[src/rtl/swarm_pkg.sv]
// Shared constants and types for the DES task units
// and the L1 read-port arbiter.
package swarm;

    localparam int L1_ADDR_W = 32;
    localparam int L1_DATA_W = 32;

    typedef logic [L1_ADDR_W-1:0] l1_addr_t;
    typedef logic [L1_DATA_W-1:0] l1_data_t;

    // AR lock state: open for a new grant, or holding one
    typedef enum logic {
        AR_OPEN = 1'b0,
        AR_HELD = 1'b1
    } ar_state_t;

endpackage

[src/rtl/des_rd_tag_fifo.sv]
// In-order tracking FIFO of requester indices for
// outstanding read bursts.
module des_rd_tag_fifo #(
    parameter int W     = 1,
    parameter int DEPTH = 4
) (
    input  logic                       ap_clk,
    input  logic                       ap_rst_n,
    input  logic                       push,
    input  logic [W-1:0]               push_idx,
    input  logic                       pop,
    output logic [W-1:0]               head,
    output logic [$clog2(DEPTH):0]     count,
    output logic                       full,
    output logic                       empty
);

    localparam int AW = $clog2(DEPTH);
    localparam int CW = AW + 1;

    logic [W-1:0]  mem [DEPTH];
    logic [AW-1:0] wr_ptr;
    logic [AW-1:0] rd_ptr;
    logic [CW-1:0] cnt;
    logic          do_push;
    logic          do_pop;

    assign full    = (cnt == CW'(DEPTH));
    assign empty   = (cnt == '0);
    assign do_push = push && !full;
    assign do_pop  = pop && !empty;
    assign head    = mem[rd_ptr];
    assign count   = cnt;

    // Entry storage; contents are meaningless while empty
    always_ff @(posedge ap_clk) begin
        if (do_push) begin
            mem[wr_ptr] <= push_idx;
        end
    end

    // Pointers and occupancy; push+pop keeps the count
    always_ff @(posedge ap_clk or negedge ap_rst_n) begin
        if (!ap_rst_n) begin
            wr_ptr <= '0;
            rd_ptr <= '0;
            cnt    <= '0;
        end else begin
            if (do_push) begin
                wr_ptr <= wr_ptr + AW'(1);
            end
            if (do_pop) begin
                rd_ptr <= rd_ptr + AW'(1);
            end
            unique case ({do_push, do_pop})
                2'b10:   cnt <= cnt + CW'(1);
                2'b01:   cnt <= cnt - CW'(1);
                default: cnt <= cnt;
            endcase
        end
    end

endmodule

[src/rtl/des_l1_rd_arbiter.sv]
// Round-robin sharing of one L1 AXI read port among
// N_REQ DES task units, with in-order R steering.
module des_l1_rd_arbiter
    import swarm::*;
#(
    parameter int N_REQ = 2,
    parameter int OSTD  = 4
) (
    input  logic                      ap_clk,
    input  logic                      ap_rst_n,
    input  logic [N_REQ-1:0]          req_arvalid,
    output logic [N_REQ-1:0]          req_arready,
    input  logic [N_REQ*L1_ADDR_W-1:0] req_araddr,
    input  logic [N_REQ*8-1:0]        req_arlen,
    input  logic [N_REQ*3-1:0]        req_arsize,
    output logic [N_REQ-1:0]          req_rvalid,
    input  logic [N_REQ-1:0]          req_rready,
    output logic [L1_DATA_W-1:0]      req_rdata,
    output logic                      req_rlast,
    output logic [1:0]                req_rresp,
    output logic                      m_axi_l1_V_ARVALID,
    input  logic                      m_axi_l1_V_ARREADY,
    output logic [L1_ADDR_W-1:0]      m_axi_l1_V_ARADDR,
    output logic [7:0]                m_axi_l1_V_ARLEN,
    output logic [2:0]                m_axi_l1_V_ARSIZE,
    input  logic                      m_axi_l1_V_RVALID,
    output logic                      m_axi_l1_V_RREADY,
    input  logic [L1_DATA_W-1:0]      m_axi_l1_V_RDATA,
    input  logic                      m_axi_l1_V_RLAST,
    input  logic                      m_axi_l1_V_RID,
    input  logic [1:0]                m_axi_l1_V_RRESP,
    output logic [$clog2(OSTD):0]     ostd_cnt,
    output logic                      err_unexp_r
);

    localparam int IW = (N_REQ > 1) ? $clog2(N_REQ) : 1;

    l1_addr_t   araddr_a [N_REQ];
    logic [7:0] arlen_a  [N_REQ];
    logic [2:0] arsize_a [N_REQ];

    ar_state_t      ar_st;
    logic [IW-1:0]  lock_idx;
    logic [IW-1:0]  rr_ptr;
    logic           cand_vld;
    logic [IW-1:0]  cand_idx;
    logic [IW-1:0]  sel_idx;
    logic           ar_vld;
    logic           ar_hs;

    logic           fifo_full;
    logic           fifo_empty;
    logic [IW-1:0]  head;
    logic           r_pop;
    logic           unused_rid;

    assign unused_rid = m_axi_l1_V_RID;

    for (genvar g = 0; g < N_REQ; g++) begin : g_slice
        assign araddr_a[g] = req_araddr[g*L1_ADDR_W +: L1_ADDR_W];
        assign arlen_a[g]  = req_arlen[g*8 +: 8];
        assign arsize_a[g] = req_arsize[g*3 +: 3];
    end

    // First valid requester at or after rr_ptr, wrapping
    always_comb begin
        int j;
        j        = 0;
        cand_vld = 1'b0;
        cand_idx = '0;
        for (int k = N_REQ - 1; k >= 0; k--) begin
            j = int'(rr_ptr) + k;
            if (j >= N_REQ) begin
                j = j - N_REQ;
            end
            if (req_arvalid[IW'(j)]) begin
                cand_vld = 1'b1;
                cand_idx = IW'(j);
            end
        end
    end

    // Held grant wins; a new grant needs a free tag slot
    always_comb begin
        sel_idx = (ar_st == AR_HELD) ? lock_idx : cand_idx;
        ar_vld  = (ar_st == AR_HELD) || (cand_vld && !fifo_full);
        ar_hs   = ar_vld && m_axi_l1_V_ARREADY;
    end

    assign m_axi_l1_V_ARVALID = ar_vld;
    assign m_axi_l1_V_ARADDR  = araddr_a[sel_idx];
    assign m_axi_l1_V_ARLEN   = arlen_a[sel_idx];
    assign m_axi_l1_V_ARSIZE  = arsize_a[sel_idx];

    // Only the granted requester sees ARREADY
    always_comb begin
        req_arready = '0;
        if (ar_hs) begin
            req_arready[sel_idx] = 1'b1;
        end
    end

    // Lock an offered AR until accepted; advance rr_ptr
    always_ff @(posedge ap_clk or negedge ap_rst_n) begin
        if (!ap_rst_n) begin
            ar_st    <= AR_OPEN;
            lock_idx <= '0;
            rr_ptr   <= '0;
        end else if (ar_hs) begin
            ar_st  <= AR_OPEN;
            rr_ptr <= (sel_idx == IW'(N_REQ - 1))
                    ? '0 : sel_idx + IW'(1);
        end else if (ar_vld) begin
            ar_st    <= AR_HELD;
            lock_idx <= sel_idx;
        end
    end

    des_rd_tag_fifo #(
        .W     (IW),
        .DEPTH (OSTD)
    ) u_tag_fifo (
        .ap_clk   (ap_clk),
        .ap_rst_n (ap_rst_n),
        .push     (ar_hs),
        .push_idx (sel_idx),
        .pop      (r_pop),
        .head     (head),
        .count    (ostd_cnt),
        .full     (fifo_full),
        .empty    (fifo_empty)
    );

    // Steer R to the owner of the oldest burst
    always_comb begin
        req_rvalid = '0;
        if (!fifo_empty) begin
            req_rvalid[head] = m_axi_l1_V_RVALID;
        end
    end

    assign m_axi_l1_V_RREADY = !fifo_empty && req_rready[head];
    assign r_pop = m_axi_l1_V_RVALID && m_axi_l1_V_RREADY
                && m_axi_l1_V_RLAST;
    assign req_rdata = m_axi_l1_V_RDATA;
    assign req_rlast = m_axi_l1_V_RLAST;
    assign req_rresp = m_axi_l1_V_RRESP;

    // Sticky flag for R data with nothing outstanding
    always_ff @(posedge ap_clk or negedge ap_rst_n) begin
        if (!ap_rst_n) begin
            err_unexp_r <= 1'b0;
        end else if (m_axi_l1_V_RVALID && fifo_empty) begin
            err_unexp_r <= 1'b1;
        end
    end

endmodule
[config.mk]
export PLATFORM = sky130hd
export DESIGN_NAME = des_l1_rd_arbiter
export DESIGN_NICKNAME = d
export VERILOG_FILES = /design/src/rtl/swarm_pkg.sv /design/src/rtl/des_rd_tag_fifo.sv /design/src/rtl/des_l1_rd_arbiter.sv
export SDC_FILE = /design/constraint.sdc
export NUM_CORES = 1
export LEC_CHECK = 0
export ABC_AREA = 1
export ABC_CLOCK_PERIOD_IN_PS = 4750
export CORE_AREA = 2 2 85 87
export CTS_BUF_LIST = sky130_fd_sc_hd__clkbuf_4
export DETAILED_ROUTE_END_ITERATION = 7
export DIE_AREA = 0 0 87 89
export GPL_TIMING_DRIVEN = 0
export PLACE_DENSITY = 0.84
export SLEW_MARGIN = 20
export SYNTH_ARGS = -nofsm -noshare
export SYNTH_HDL_FRONTEND = slang
export SYNTH_SLANG_ARGS = --single-unit
[constraint.sdc]
create_clock -name ap_clk -period 4.75 [get_ports ap_clk]
set_clock_uncertainty 0.05 [all_clocks]
set_input_delay 0.7125 -clock ap_clk [delete_from_list [all_inputs] [get_ports ap_clk]]
set_output_delay 0.7125 -clock ap_clk [all_outputs]
set_load 0.05 [all_outputs]
# --- After elaboration in Yosys (flattened, before gate mapping) ---
# Memory sizes are Yosys's and may differ from the RTL's.
# Cells that the tools add are included.
classes:
  n_addsub: 8
  order_cmp: 9
  eq_ne: 3
  muxes: 34
  bitwise: 3
  reduce_logical: 17
op_table:
  columns: ["operator", "n"]
  rows:
  - ["2-to-1 mux 32 bit", 3]
  - ["2-to-1 mux 8 bit", 3]
  - ["2-to-1 mux 1 bit", 20]
  - ["logical AND 1 bit", 10]
  - ["2-to-1 mux 3 bit", 3]
  - ["less-than comparator 1 x 3 -> 1 bit, second input constant", 2]
  - ["one-hot mux 3 bit (2 select lines)", 1]
  - ["adder 2 x 1 -> 2 bit, second input constant", 2]
  - ["greater-or-equal comparator 2 bit, second input constant", 2]
  - ["less-than comparator 1 x 2 -> 1 bit, second input constant", 2]
  - ["2-to-1 mux 2 bit", 2]
  - ["nonzero test 2 bit", 2]
  - ["adder 3 x 1 -> 3 bit, second input constant", 1]
  - ["equality test 3 bit, second input constant", 1]
  - ["logical NOT 3 bit", 1]
  - ["subtractor 3 x 1 -> 3 bit, second input constant", 1]
  - ["adder 1 x 1 -> 2 bit, second input constant", 1]
  - ["AND 2 bit", 1]
  - ["demux 1 bit (select 1 bit)", 2]
  - ["equality test 2 x 1 -> 1 bit, second input constant", 1]
  - ["equality test 2 bit, second input constant", 1]
  - ["greater-or-equal comparator 1 bit, second input constant", 2]
  - ["greater-or-equal comparator 1 x 2 -> 1 bit, second input constant", 1]
  - ["logical NOT 1 bit", 2]
  - ["6 further kinds", 7]
totals:
  register_bits: 11
  mem_bits_rw: 4
  out_inout_bits: 88
  memories: 1
mem_list:
  columns: ["name", "words", "word_bits", "read_ports", "rd_ports_with_merged_regs", "wr", "line_no", "rtl"]
  rows:
  - ["u_tag_fifo.mem", 4, 1, 1, 0, 1, "des_rd_tag_fifo.sv:21", "logic [W-1:0] mem [DEPTH];"]

# --- Longest topological paths before layout ---
depth:
  word_depth: 14
  ltp_mapped: 13
  mapped_depth_nobuf: 13

# --- By module ---
# A second synthesis with hierarchy kept.
hier_totals:
  cells_unflattened: 286
  hier_area_um2: 1741.7
modules_own_cells:
  columns: ["mod", "n_inst", "cells_each", "area_each_um2", "seq_area_each_um2"]
  rows:
  - ["des_l1_rd_arbiter", 1, 213, 1111.1, 100.1]
  - ["des_rd_tag_fifo", 1, 73, 630.6, 295.3]

# --- Worst setup path after synthesis ---
# Ideal clock, no wire load.
synth_timing:
  path_type: "reg2out"
  from: "register u_tag_fifo.cnt[0] (netlist: u_tag_fifo.count[0])"
  to: "output port req_arready[1]"
  arrival_time_ns: 1.941
  required_time_ns: 3.988
  setup_slack_ns: 2.046
  stages_incl_launch_ff: 7
  cell_sequence: "dfrtp_1 -> inv_1 -> nand3_2 -> a21oi_2 -> nor2_4 -> inv_2 -> nor2_1"
synth_via:
  elab_chain_len: 6
synth_lines:
  columns: ["item", "line_no", "rtl"]
  rows:
  - ["start, declared", "des_rd_tag_fifo.sv:24", "logic [CW-1:0] cnt;"]
  - ["start signal, assigned", "des_rd_tag_fifo.sv:56", "2'b10: cnt <= cnt + CW'(1);"]
  - ["start signal, assigned", "des_rd_tag_fifo.sv:57", "2'b01: cnt <= cnt - CW'(1);"]
  - ["start signal, assigned", "des_rd_tag_fifo.sv:58", "default: cnt <= cnt;"]
  - ["equality test 3 bit", "des_rd_tag_fifo.sv:28", "assign full = (cnt == CW'(DEPTH));"]
  - ["logical NOT 1 bit", "des_l1_rd_arbiter.sv:86", "ar_vld = (ar_st == AR_HELD) || (cand_vld && !fifo_full);"]
  - ["logical AND 1 bit", "des_l1_rd_arbiter.sv:86", null]
  - ["logical OR 1 bit", "des_l1_rd_arbiter.sv:86", null]
  - ["logical AND 1 bit", "des_l1_rd_arbiter.sv:87", "ar_hs = ar_vld && m_axi_l1_V_ARREADY;"]
  - ["2-to-1 mux 2 bit", "des_l1_rd_arbiter.sv:98", "if (ar_hs) begin"]
  - ["end, declared", "des_l1_rd_arbiter.sv:12", "output logic [N_REQ-1:0] req_arready,"]
# Every way passes these cells.

# --- Worst setup path in the final report ---
layout_timing:
  from: "input port req_arvalid[0]"
  to: "output port m_axi_l1_V_ARADDR[14]"
layout_via:
  elab_chain_len: 9
layout_lines:
  columns: ["item", "line_no", "rtl"]
  rows:
  - ["start, declared", "des_l1_rd_arbiter.sv:11", "input logic [N_REQ-1:0] req_arvalid,"]
  - ["2-to-1 mux 1 bit (implied by the code) (2 in a row)", "des_l1_rd_arbiter.sv:76", "if (req_arvalid[IW'(j)]) begin"]
  - ["2-to-1 mux 1 bit", "des_l1_rd_arbiter.sv:76", null]
  - ["2-to-1 mux 1 bit (*)", "des_l1_rd_arbiter.sv:76", null]
  - ["2-to-1 mux 1 bit (*)", "des_l1_rd_arbiter.sv:85", "sel_idx = (ar_st == AR_HELD) ? lock_idx : cand_idx;"]
  - ["via sel_idx", "des_l1_rd_arbiter.sv:47", "logic [IW-1:0] sel_idx;"]
  - ["inverter 1 -> 2 bit (implied by the code) (*)", "des_l1_rd_arbiter.sv:91", "assign m_axi_l1_V_ARADDR = araddr_a[sel_idx];"]
  - ["2-to-1 mux 32 bit (implied by the code) (*) (3 in a row)", "des_l1_rd_arbiter.sv:91", null]
  - ["end, declared", "des_l1_rd_arbiter.sv:23", "output logic [L1_ADDR_W-1:0] m_axi_l1_V_ARADDR,"]
# The timed path passes the listed nets; every way through them passes the cells marked *. The select of a mux whose other input is x is not followed.

==> out/results.tsv <==
metric	value	unit
cell count after synthesis	272	
Root Driver	clkbuf_4	
WP buf/inv	4	
Worst-Margin Slew	0.5490	ns
Reg clk slew, reported paths	0.09	ns
chip width	87	microns
Layout fillers	636	
routed vias/inst	4.145	
WP data arrival	2.90	ns
critical path cell sequence	clkdlybuf4s50_1, nand2_1, nand2_1, o21ai_4, inv_2, buf_2, nand2_1, nand2_1, clkdlybuf4s50_1	
most frequent cells in the layout	181 x clkdlybuf4s50_1, 151 x nand2_1, 35 x buf_4	
cell mode on critical path	nand2_1	
worst hold path class	reg -> reg	
Synth top area share	34.55	%
RePlAce Congestion	0.7631	
Setup-failing EPs final	0	
Routed WL per cell	12.28	microns
Initial DRC Count	77	
number of global-route vias before repair	2112	
postcts setup bufs	0	
Max VDD drop	318.4	uV
clock tree sinks	15	
crit-path max cell delay	0.80	ns
Final min period	3.665	ns
antenna violations before repair	0	
die area	7743	sq um
total DRC errors in the routed layout	0	
Longest Clk Path Bufs	2	
Yosys top cell by area	nand2_1	
cells resized by post-CTS repair	0	
DRT Pass-1 Iters	4	
H-tree Lvls	1	
DP Area	3552	sq um
core area	6719	sq um
Chip Height	89	microns
crit-path leading delay family	buffers and inverters	
RSZ-0062 raised after global routing	no	
first-pass GRT wire length	9.411	mm
worst-path fanout max	13	
Power Dens Cells	520.0	nW/um^2
static leakage	1.757	nW
Post-Route WL	6.594	mm
FF+latch count, synth	15	
Synth area leaders	nand2_1 35%, dfrtp_1 17%, buf_4 16%	
MaxCap Viol Count	0	
CP endpoint kind	output port	
dpl cells	533	
Startpoint Class	input port	
worst-skew pair later-pin latency	0.29	ns
Syn Area/Cell	6.031	sq um
syn nets	408	
max-slew headroom at the worst pin	63.29	%
Final Hold Fails	0	
# diodes	0	
final period utilization	77.17	%
layout cell share with drive strength beyond 1	12.25	%
fin cells	537	
cell row count	30	
GRT Residual Overflow	0	
post-route antenna net violation count	0	
cts hold-fix bufs	0	
max-slew violation count	0	
commonest non-fill, non-tap cell in the layout	clkdlybuf4s50_1	
kind of critical path	in -> out	
worst slack, placed	1.041	ns
final setup margin	1.085	ns
Synthesis Warnings	0	
Layout area overhead	118.4	%
Fmax achieved	272.8	MHz
CTS tree	built	
sequential element share of the synthesized area	24.10	%
Detailed Place HPWL	5.729	mm
status	finished, final reports clean	
largest net degree at the start of global routing	14	
post-synthesis cell type count	23	
GRT Resource Usage Total	15.15	%
count of input and output buffers	181	
TritonCTS buffer count	3	
IO Pins	218	
Multi-input gate area	852.1	sq um
Setup TNS	0	ns
nets	594	
final instance area	3582	sq um
sequential cell area	395.4	sq um
Starting Density	24.41	%
Crit-path slowest cell	clkdlybuf4s50_1	
WP data required	3.99	ns
routed vias	2226	
Syn Std Cell Area	1640	sq um
==> stage by stage <==
stage          total power [mW]  hold WS, ns  util (%)
2_1_floorplan             1.258       0.3669         -
3_3_place_gp              1.771       0.4092     52.87
3_5_place_dp              1.795       0.4416     52.87
4_1_cts                   1.881       0.4661     53.31
5_1_grt                   1.987       0.4814     53.31
6_report                  1.863       0.4464     53.31
==> kinds of logic (layout without fill, tap and decap cells) <==
logic type      after synthesis  count (layout)  share of synthesized area (%)
simple gates                173             173                          41.80
xor+xnor                      3               3                          1.602
flops                        15              15                          24.10
fa+ha+maj                     6               6                          5.034
compound gates                8               8                          3.509
buf+inv                      67             252                          23.95
==> per-layer routing <==
metal	GRT usage [%]	part of all wire, %
met2	30.33	58
met4	3.977	1.3
met5	0	0
met3	4.155	8.2
met1	15.27	33
==> synthesized netlist by cell type (all sizes together) <==
cell and count:
nand3 9, ha 5, xor2 2, nor2 11, dfrtp 11, o21ai 4
buf 43, inv 24, nand4 1, fa 1, xnor2 1, o21bai 1
edfxtp 4, nand2 152, a21oi 3
==> power breakdown <==
part / switching (mW) / internal [mW]
registers: 0.0412 / 0.185
clock network: 0.0422 / 0.0384
logic: 1.04 / 0.521
==> registers in the layout, summed over array words and instances, names as in the netlist <==
name               cells
ar_st                  1
u_tag_fifo.rd_ptr      2
err_unexp_r            1
u_tag_fifo.wr_ptr      2
u_tag_fifo.mem         4
u_tag_fifo.count       3
lock_idx               1
rr_ptr                 1
==> final cells by class <==
class,count,area share [%]
flip-flops and latches,15,11.04
multi-input cells,190,23.79
repair buffers,181,50.58
plain buffers,43,8.453
clock buffers,4,0.8383
well taps,80,2.794
inverters,24,2.515
==> final timing paths <==
check | start | to | slack (ns) | cells after the start
max | req_arvalid[0] | m_axi_l1_V_ARADDR[14] | 1.08 | 9
min | err_unexp_r$_DFFE_PN0P_ | err_unexp_r$_DFFE_PN0P_ | 0.45 | 1
max reg2reg | u_tag_fifo.count[0]$_DFFE_PN0P_ | u_tag_fifo.count[2]$_DFFE_PN0P_ | 2.43 | 11
min reg2reg | err_unexp_r$_DFFE_PN0P_ | err_unexp_r$_DFFE_PN0P_ | 0.45 | 1
max in group asynchronous | ap_rst_n | u_tag_fifo.wr_ptr[0]$_DFFE_PN0P_ | 3.59 | 1
min in group asynchronous | ap_rst_n | u_tag_fifo.count[0]$_DFFE_PN0P_ | 0.71 | 1
Note: power is estimated with default switching activity, not from simulation.
